File: config.mk
export PLATFORM = sky130hd
export DESIGN_NAME = rotation_matrix_engine
export DESIGN_NICKNAME = d
export VERILOG_FILES = /design/src/rtl/rotation_matrix_engine.sv
export SDC_FILE = /design/constraint.sdc
export NUM_CORES = 2
export LEC_CHECK = 0
export BUFFER_PORTS_ARGS = -buffer_cell sky130_fd_sc_hd__buf_2
export CELL_PAD_IN_SITES_DETAIL_PLACEMENT = 0
export CELL_PAD_IN_SITES_GLOBAL_PLACEMENT = 1
export CORE_ASPECT_RATIO = 0.75
export CORE_UTILIZATION = 50
export CTS_CLUSTER_DIAMETER = 60
export DETAILED_ROUTE_END_ITERATION = 8
export PLACE_DENSITY_LB_ADDON = 0.1
export SYNTH_ARGS = -nofsm -noshare
export SYNTH_HDL_FRONTEND = slang
export SYNTH_SLANG_ARGS = --single-unit
File: constraint.sdc
create_clock -name clk -period 14.8 [get_ports clk]
set_clock_uncertainty 0.05 [all_clocks]
set_input_delay 2.96 -clock clk [delete_from_list [all_inputs] [get_ports clk]]
set_output_delay 2.96 -clock clk [all_outputs]
set_load 0.005 [all_outputs]
File: src/rtl/rotation_matrix_engine.sv
// rotation_matrix_engine
//   Builds the 3x3 homogeneous rotation matrix M = T(+c) * R(theta) * T(-c)
//   about the centre (cx, cy) with a single sequential multiplier: pass 1
//   forms P = T1*R, pass 2 forms M = P*T2 (27 multiply-accumulates each, i
//   outer / j middle / k inner). The finished M is copied into a result bank
//   that is read through a registered selection port, so readers always see
//   a complete matrix from the previous run.
//
//   Optional feature macro: ROT_MATRIX_SAT_EN
//     defined   : each W-bit reduction clamps to the signed range and sets
//                 the sticky sat_flag
//     undefined : reductions wrap (keep low W bits), sat_flag tied to 0
//
// Ports
//   clk            rising-edge clock
//   reset          synchronous active-high reset (aborts a run, clears bank)
//   start          begin a run; only sampled in IDLE
//   angle_idx      angle table index, latched with start
//   cx, cy         unsigned integer rotation centre, latched with start
//   busy           high whenever the engine is not idle
//   done           one-cycle pulse while the result bank is being updated
//   selection      element index 0..8 row-major; 9..15 read as 0
//   selected_value registered element read, signed Q(INT_W).(FRAC_W)
//   sat_flag       sticky per run: some reduction clamped
module rotation_matrix_engine #(
  parameter int INT_W          = 13,
  parameter int FRAC_W         = 20,
  parameter int ANGLE_W        = 3,
  parameter int ANGLE_STEP_DEG = 15,
  parameter int COORD_W        = 11,
  localparam int W             = INT_W + FRAC_W
) (
  input  logic               clk,
  input  logic               reset,
  input  logic               start,
  input  logic [ANGLE_W-1:0] angle_idx,
  input  logic [COORD_W-1:0] cx,
  input  logic [COORD_W-1:0] cy,
  output logic               busy,
  output logic               done,
  input  logic [3:0]         selection,
  output logic [W-1:0]       selected_value,
  output logic               sat_flag
);

  localparam int  N_ANG = 2 ** ANGLE_W;
  localparam real PI    = 3.14159265358979323846;
  localparam logic signed [W-1:0] ONE = W'(1) << FRAC_W;
  // Half an LSB of the shifted product, for round-half-up.
  localparam logic [2*W-1:0] RND = (2*W)'(1) << (FRAC_W - 1);

  typedef enum logic [2:0] {S_IDLE, S_LOAD, S_PASS1, S_PASS2, S_DONE} state_t;

  state_t state_reg, state_next;

  // cos/sin table, rounded to nearest at elaboration. The +0.5/floor form
  // makes cos(90 deg) (about 6e-17) land exactly on 0.
  logic signed [W-1:0] cos_lut [N_ANG];
  logic signed [W-1:0] sin_lut [N_ANG];

  generate
    for (genvar gi = 0; gi < N_ANG; gi++) begin : g_lut
      localparam real THETA = real'(gi * ANGLE_STEP_DEG) * PI / 180.0;
      localparam longint COS_Q = longint'($floor($cos(THETA) * (2.0 ** FRAC_W) + 0.5));
      localparam longint SIN_Q = longint'($floor($sin(THETA) * (2.0 ** FRAC_W) + 0.5));
      assign cos_lut[gi] = W'(COS_Q);
      assign sin_lut[gi] = W'(SIN_Q);
    end
  endgenerate

  logic [ANGLE_W-1:0]  angle_reg;
  logic [COORD_W-1:0]  cx_reg, cy_reg;
  logic [1:0]          i_reg, j_reg, k_reg;
  logic signed [W+2:0] acc_reg;
  logic signed [W-1:0] p_reg    [9];
  logic signed [W-1:0] m_reg    [9];
  logic signed [W-1:0] bank_reg [9];

  logic signed [W-1:0]   cx_q, cy_q, cos_v, sin_v;
  logic [3:0]            a_idx, b_idx, o_idx;
  logic signed [W-1:0]   t1_e, r_e, t2_e, a_op, b_op;
  logic signed [2*W-1:0] prod;
  logic [2*W-1:0]        rsum;
  logic signed [W+2:0]   term, acc_sum;
  logic signed [W-1:0]   reduced;
  logic                  in_pass, last_mac;
  logic                  unused_rsum;

  // Centre in Q format: integer pixels shifted up by FRAC_W, always positive.
  assign cx_q  = {{(INT_W-COORD_W){1'b0}}, cx_reg, {FRAC_W{1'b0}}};
  assign cy_q  = {{(INT_W-COORD_W){1'b0}}, cy_reg, {FRAC_W{1'b0}}};
  assign cos_v = cos_lut[angle_reg];
  assign sin_v = sin_lut[angle_reg];

  assign in_pass  = (state_reg == S_PASS1) || (state_reg == S_PASS2);
  assign last_mac = (i_reg == 2'd2) && (j_reg == 2'd2) && (k_reg == 2'd2);

  // Operand element indices: A[i][k] and B[k][j]; output element [i][j].
  assign a_idx = {2'b00, i_reg} * 4'd3 + {2'b00, k_reg};
  assign b_idx = {2'b00, k_reg} * 4'd3 + {2'b00, j_reg};
  assign o_idx = {2'b00, i_reg} * 4'd3 + {2'b00, j_reg};

  // Constant-structure matrices are generated on the fly from the latched
  // centre and angle instead of being stored.
  always_comb begin
    t1_e = '0;
    case (a_idx)
      4'd0, 4'd4, 4'd8: t1_e = ONE;
      4'd2:             t1_e = cx_q;
      4'd5:             t1_e = cy_q;
      default:          t1_e = '0;
    endcase
    r_e = '0;
    case (b_idx)
      4'd0, 4'd4: r_e = cos_v;
      4'd1:       r_e = -sin_v;
      4'd3:       r_e = sin_v;
      4'd8:       r_e = ONE;
      default:    r_e = '0;
    endcase
    t2_e = '0;
    case (b_idx)
      4'd0, 4'd4, 4'd8: t2_e = ONE;
      4'd2:             t2_e = -cx_q;
      4'd5:             t2_e = -cy_q;
      default:          t2_e = '0;
    endcase
  end

  assign a_op = (state_reg == S_PASS2) ? p_reg[a_idx] : t1_e;
  assign b_op = (state_reg == S_PASS2) ? t2_e : r_e;

  // One MAC: full product, round half up, drop FRAC_W bits, accumulate.
  assign prod        = (2*W)'(a_op) * (2*W)'(b_op);
  assign rsum        = prod + RND;
  assign term        = rsum[FRAC_W +: W+3];
  assign acc_sum     = ((k_reg == 2'd0) ? '0 : acc_reg) + term;
  assign unused_rsum = ^{rsum[FRAC_W-1:0], rsum[2*W-1:FRAC_W+W+3]};

`ifdef ROT_MATRIX_SAT_EN
  logic [3:0] acc_top;
  logic       clamp;
  logic       sat_reg;

  // Fits in W bits only if the four top accumulator bits are all equal.
  assign acc_top = acc_sum[W+2:W-1];
  assign clamp   = !((&acc_top) || (~|acc_top));
  assign reduced = clamp ? {acc_sum[W+2], {(W-1){~acc_sum[W+2]}}} : acc_sum[W-1:0];
  assign sat_flag = sat_reg;

  always_ff @(posedge clk) begin
    if (reset) begin
      sat_reg <= 1'b0;
    end else if (state_reg == S_LOAD) begin
      sat_reg <= 1'b0;
    end else if (in_pass && (k_reg == 2'd2) && clamp) begin
      sat_reg <= 1'b1;
    end
  end
`else
  assign reduced  = acc_sum[W-1:0];
  assign sat_flag = 1'b0;
`endif

  always_comb begin
    state_next = state_reg;
    case (state_reg)
      S_IDLE:  if (start) state_next = S_LOAD;
      S_LOAD:  state_next = S_PASS1;
      S_PASS1: if (last_mac) state_next = S_PASS2;
      S_PASS2: if (last_mac) state_next = S_DONE;
      S_DONE:  state_next = S_IDLE;
      default: state_next = S_IDLE;
    endcase
  end

  assign busy = (state_reg != S_IDLE);
  assign done = (state_reg == S_DONE);

  always_ff @(posedge clk) begin
    if (reset) begin
      state_reg      <= S_IDLE;
      angle_reg      <= '0;
      cx_reg         <= '0;
      cy_reg         <= '0;
      i_reg          <= '0;
      j_reg          <= '0;
      k_reg          <= '0;
      acc_reg        <= '0;
      selected_value <= '0;
      for (int n = 0; n < 9; n++) begin
        p_reg[n]    <= '0;
        m_reg[n]    <= '0;
        bank_reg[n] <= '0;
      end
    end else begin
      state_reg <= state_next;

      if ((state_reg == S_IDLE) && start) begin
        angle_reg <= angle_idx;
        cx_reg    <= cx;
        cy_reg    <= cy;
      end

      if (state_reg == S_LOAD) begin
        i_reg <= '0;
        j_reg <= '0;
        k_reg <= '0;
      end

      if (in_pass) begin
        acc_reg <= acc_sum;
        // k inner, j middle, i outer; wraps to all-zero after the last MAC
        // so pass 2 starts cleanly.
        if (k_reg == 2'd2) begin
          k_reg <= '0;
          if (state_reg == S_PASS1) p_reg[o_idx] <= reduced;
          else                      m_reg[o_idx] <= reduced;
          if (j_reg == 2'd2) begin
            j_reg <= '0;
            i_reg <= (i_reg == 2'd2) ? 2'd0 : i_reg + 2'd1;
          end else begin
            j_reg <= j_reg + 2'd1;
          end
        end else begin
          k_reg <= k_reg + 2'd1;
        end
      end

      // The bank only changes here, so a read can never mix two runs.
      if (state_reg == S_DONE) begin
        for (int n = 0; n < 9; n++) bank_reg[n] <= m_reg[n];
      end

      selected_value <= (selection < 4'd9) ? bank_reg[selection] : '0;
    end
  end

endmodule

==> results.yml <==
clocking:
  path_clk_slew_ns: 0.06
  numClockSinks: 1222
  root_buffer: "clkbuf_16"
  cts_buffers: 117
  cts_hold_buf: 0
  cts_buffer_depth: 3
  tritoncts: "done"
  clk_latency_ns: 0.75
  htree_levels: 3
cells_and_area:
  syn2layout_area_growth_pct: 10.9
  fin_nets: 8645
  stdcell_area_sq_mm: 0.0918
  largest_reg_flops: 528
  layout-drive-gt1-share_pct: 9.70
worst_hold_path:
  min_path_type: "flop to flop"
  worstHoldStart: "acc_reg[0]"
sta:
  finalSetupTns_ns: 0
  slew_violations: 0
  period_minus_slack_ns: 14.06
  final.setup.worst_slack_ns: 0.739
  period_share_pct: 95.0
  max_slew_margin_pct: 12.2
  tightest_slew_ns: 1.32
  fmax_mhz: 71.1
  hold_viol_final: 0
  setup_violations: 0
  rsz0062_at_grt: "no"
setup_path:
  r2r_start: "i_reg[0]"
  cp-startpoint: "i_reg[0]"
  cp_common_cell: "fa_1"
  end_kind: "flop"
  worst-setup-path-type: "flop to flop"
  worstPathMaxFanout: 26
  cpPeakStageDelay_ns: 1.17
  crit_arrival_ns: 14.45
  cp.required_ns: 15.19
  startpoint_type: "flop"
  slowest_stage: "fa_4"
placed_design:
  io_buffers: 66
  dp_slack_ns: 0.357
  globalplace.congestion: 0.910
  post_dp_cell_area_sq_mm: 0.0880
  hpwlAfterDp_um: 163000
synth:
  synth_area_sq_mm: 0.0828
  ys_seq_area_share_pct: 43.1
  syn_inst: 6968
  synthAdderAreaFrac_pct: 27.0
  synth_top_family_by_area: "adder cells"
  synth-compound-area-share_pct: 3.87
  yosysWarnings: 0
  synthSimpleGateAreaFrac_pct: 11.9
  ys.flop_type: "edfxtp_1"
  ys_ff_latch: 1222
  synthXorXnorAreaFrac_pct: 1.25
  syn_avg_cell_area_sq_um: 11.9
  synth_mux_area_share_pct: 5.91
  synthArstFlopShare_pct: 0
  synth_edf_count: 1122
  synthDistinctLibCells: 92
status:
  status: "completed"
die:
  rows: 128
  dieArea_sq_mm: 0.167
  die_w_um: 472
  ioPinCount: 68
  die-height_um: 354
  core_area_sq_mm: 0.163
  initial_core_util_pct: 50.7
global_route:
  grt_util_met2_pct: 41.7
  grt_usage_pct: 28.3
  busiest_layer: "met1"
  met3_usage_pct: 6.33
  grt_pass1_vias: 53600
  grt_max_degree: 140
  antenna_found_initial: 11
  use_met1_pct: 43.3
  grt_pass1_wl_um: 347000
  grt_overflow: 0
detailed_routing:
  wl_per_cell_um: 23.9
  vias_per_cell: 5.51
  drt_iter0_drc: 5229
  drc: 0
  routed_wl_um: 231000
  dr.pass1.iters: 5
  vias: 53300
  ant_nets: 0
flow_run:
  cap_violations: 0
-- cells by family (layout without fill, tap and decap cells) --
group | after synthesis | after routing
AO/OA/AOI/OAI | 481 | 481
buffers and inverters | 1495 | 1578
adder cells (fa/ha/maj) | 1206 | 1206
AND/OR/NAND/NOR | 2198 | 2198
other | 2 | 463
multiplexers | 254 | 254
XOR/XNOR | 110 | 110
flip-flops | 1222 | 1222
-- per-layer routing --
layer / up-vias / share of wire [%]
met5: - / 0.0056
met4: 2 / 1.9
met3: 223 / 10
met2: 2154 / 44
met1: 27600 / 44
li1: 23300 / -
-- cell usage in the layout, fill, tap and decap left out, drive strengths merged, types with 12 or more instances in the layout --
cell     count
ha         240
clkinv      47
o21bai      17
conb       458
o21ai       68
nor2       996
nand2b      31
buf        261
nand3       70
and3       329
a31oi       21
nor3        74
nand2      513
xnor2       77
a2111oi     14
inv       1099
and2        69
mux4       187
o21a        21
xor2        29
or2         18
dfxtp      100
a22oi       12
mux2i       65
a21o        43
fa         966
a21oi      173
edfxtp    1122
nor2b       50
clkbuf     162
-- timing repair --
action / 4_1_cts / 5_1_grt
gates resized for setup: 0 / 6
endpoints found under the hold margin: 0 / 0
endpoints found under the setup margin: 0 / 123
buffers inserted: 0 / 4
-- path summary, 6_finish.rpt --
path | end | slack (ns) | cells after the start
worst min-delay path | acc_reg[0] | 0.40 | 2
worst min register to register | acc_reg[0] | 0.40 | 2
worst max register to register | m_reg[4][32] | 0.74 | 41
worst max-delay path | m_reg[4][32] | 0.74 | 41
-- layout make-up --
type	instances	area (sq um)
antenna	5	12.5
clock buffer	162	3160
clock inverter	57	601
fill	14000	71500
inverter	1098	4130
multi-input combinational	4707	43700
sequential	1222	35700
tap	2145	2680
timing repair buffer	261	1880
-- through the flow --
| stage | hold slack [ns] | utilization, % | instances |
|---|---|---|---|
| CTS | 0.401 | 56.2 | 9648 |
| global route | 0.430 | 56.2 | 9656 |
| floorplan | 0.382 | - | 7424 |
| global placement | 0.392 | 53.9 | 9429 |
| finish | 0.400 | 56.2 | 9657 |
| detailed placement | 0.392 | 53.9 | 9429 |
-- critical path, delay by kind of cell (launching register included) --
kind | cells | cell delay [ns]
and+or+nand+nor | 8 | 1.29
AOI/OAI and AO/OA | 11 | 3.13
xor gates and xnor gates | 1 | 0.84
buffers and inverters | 8 | 1.17
DFF | 1 | 0.45
adders and majority gates | 12 | 6.19
muxes | 1 | 0.54
-- synth_stat cells, drive strengths merged (10+ instances only) --
cell type  instances  area, sq um
a2111oi           14          143
o21ai             68          340
dfxtp            100         2000
clkbuf           311         1170
a21oi            173          885
inv             1092         4100
nor3              74          375
and2              69          432
nor2             996         3740
a221oi            11          103
fa               966        19300
xnor2             77          674
and3             329         2060
or2               18          113
mux4             187         4220
a211oi            10         90.1
ha               240         3000
o21a              21          158
mux2i             65          654
nand4             10         62.6
nor2b             50          313
nand3             70          350
a21o              43          323
a31oi             21          131
xor2              29          273
edfxtp          1122        33700
nand2b            31          194
o21bai            17          128
a22oi             12         90.1
buf               86          492
nand2            513         1930
Power is not shown: default switching activity piles up to over one toggle a cycle in this logic, so the estimate is an artifact.
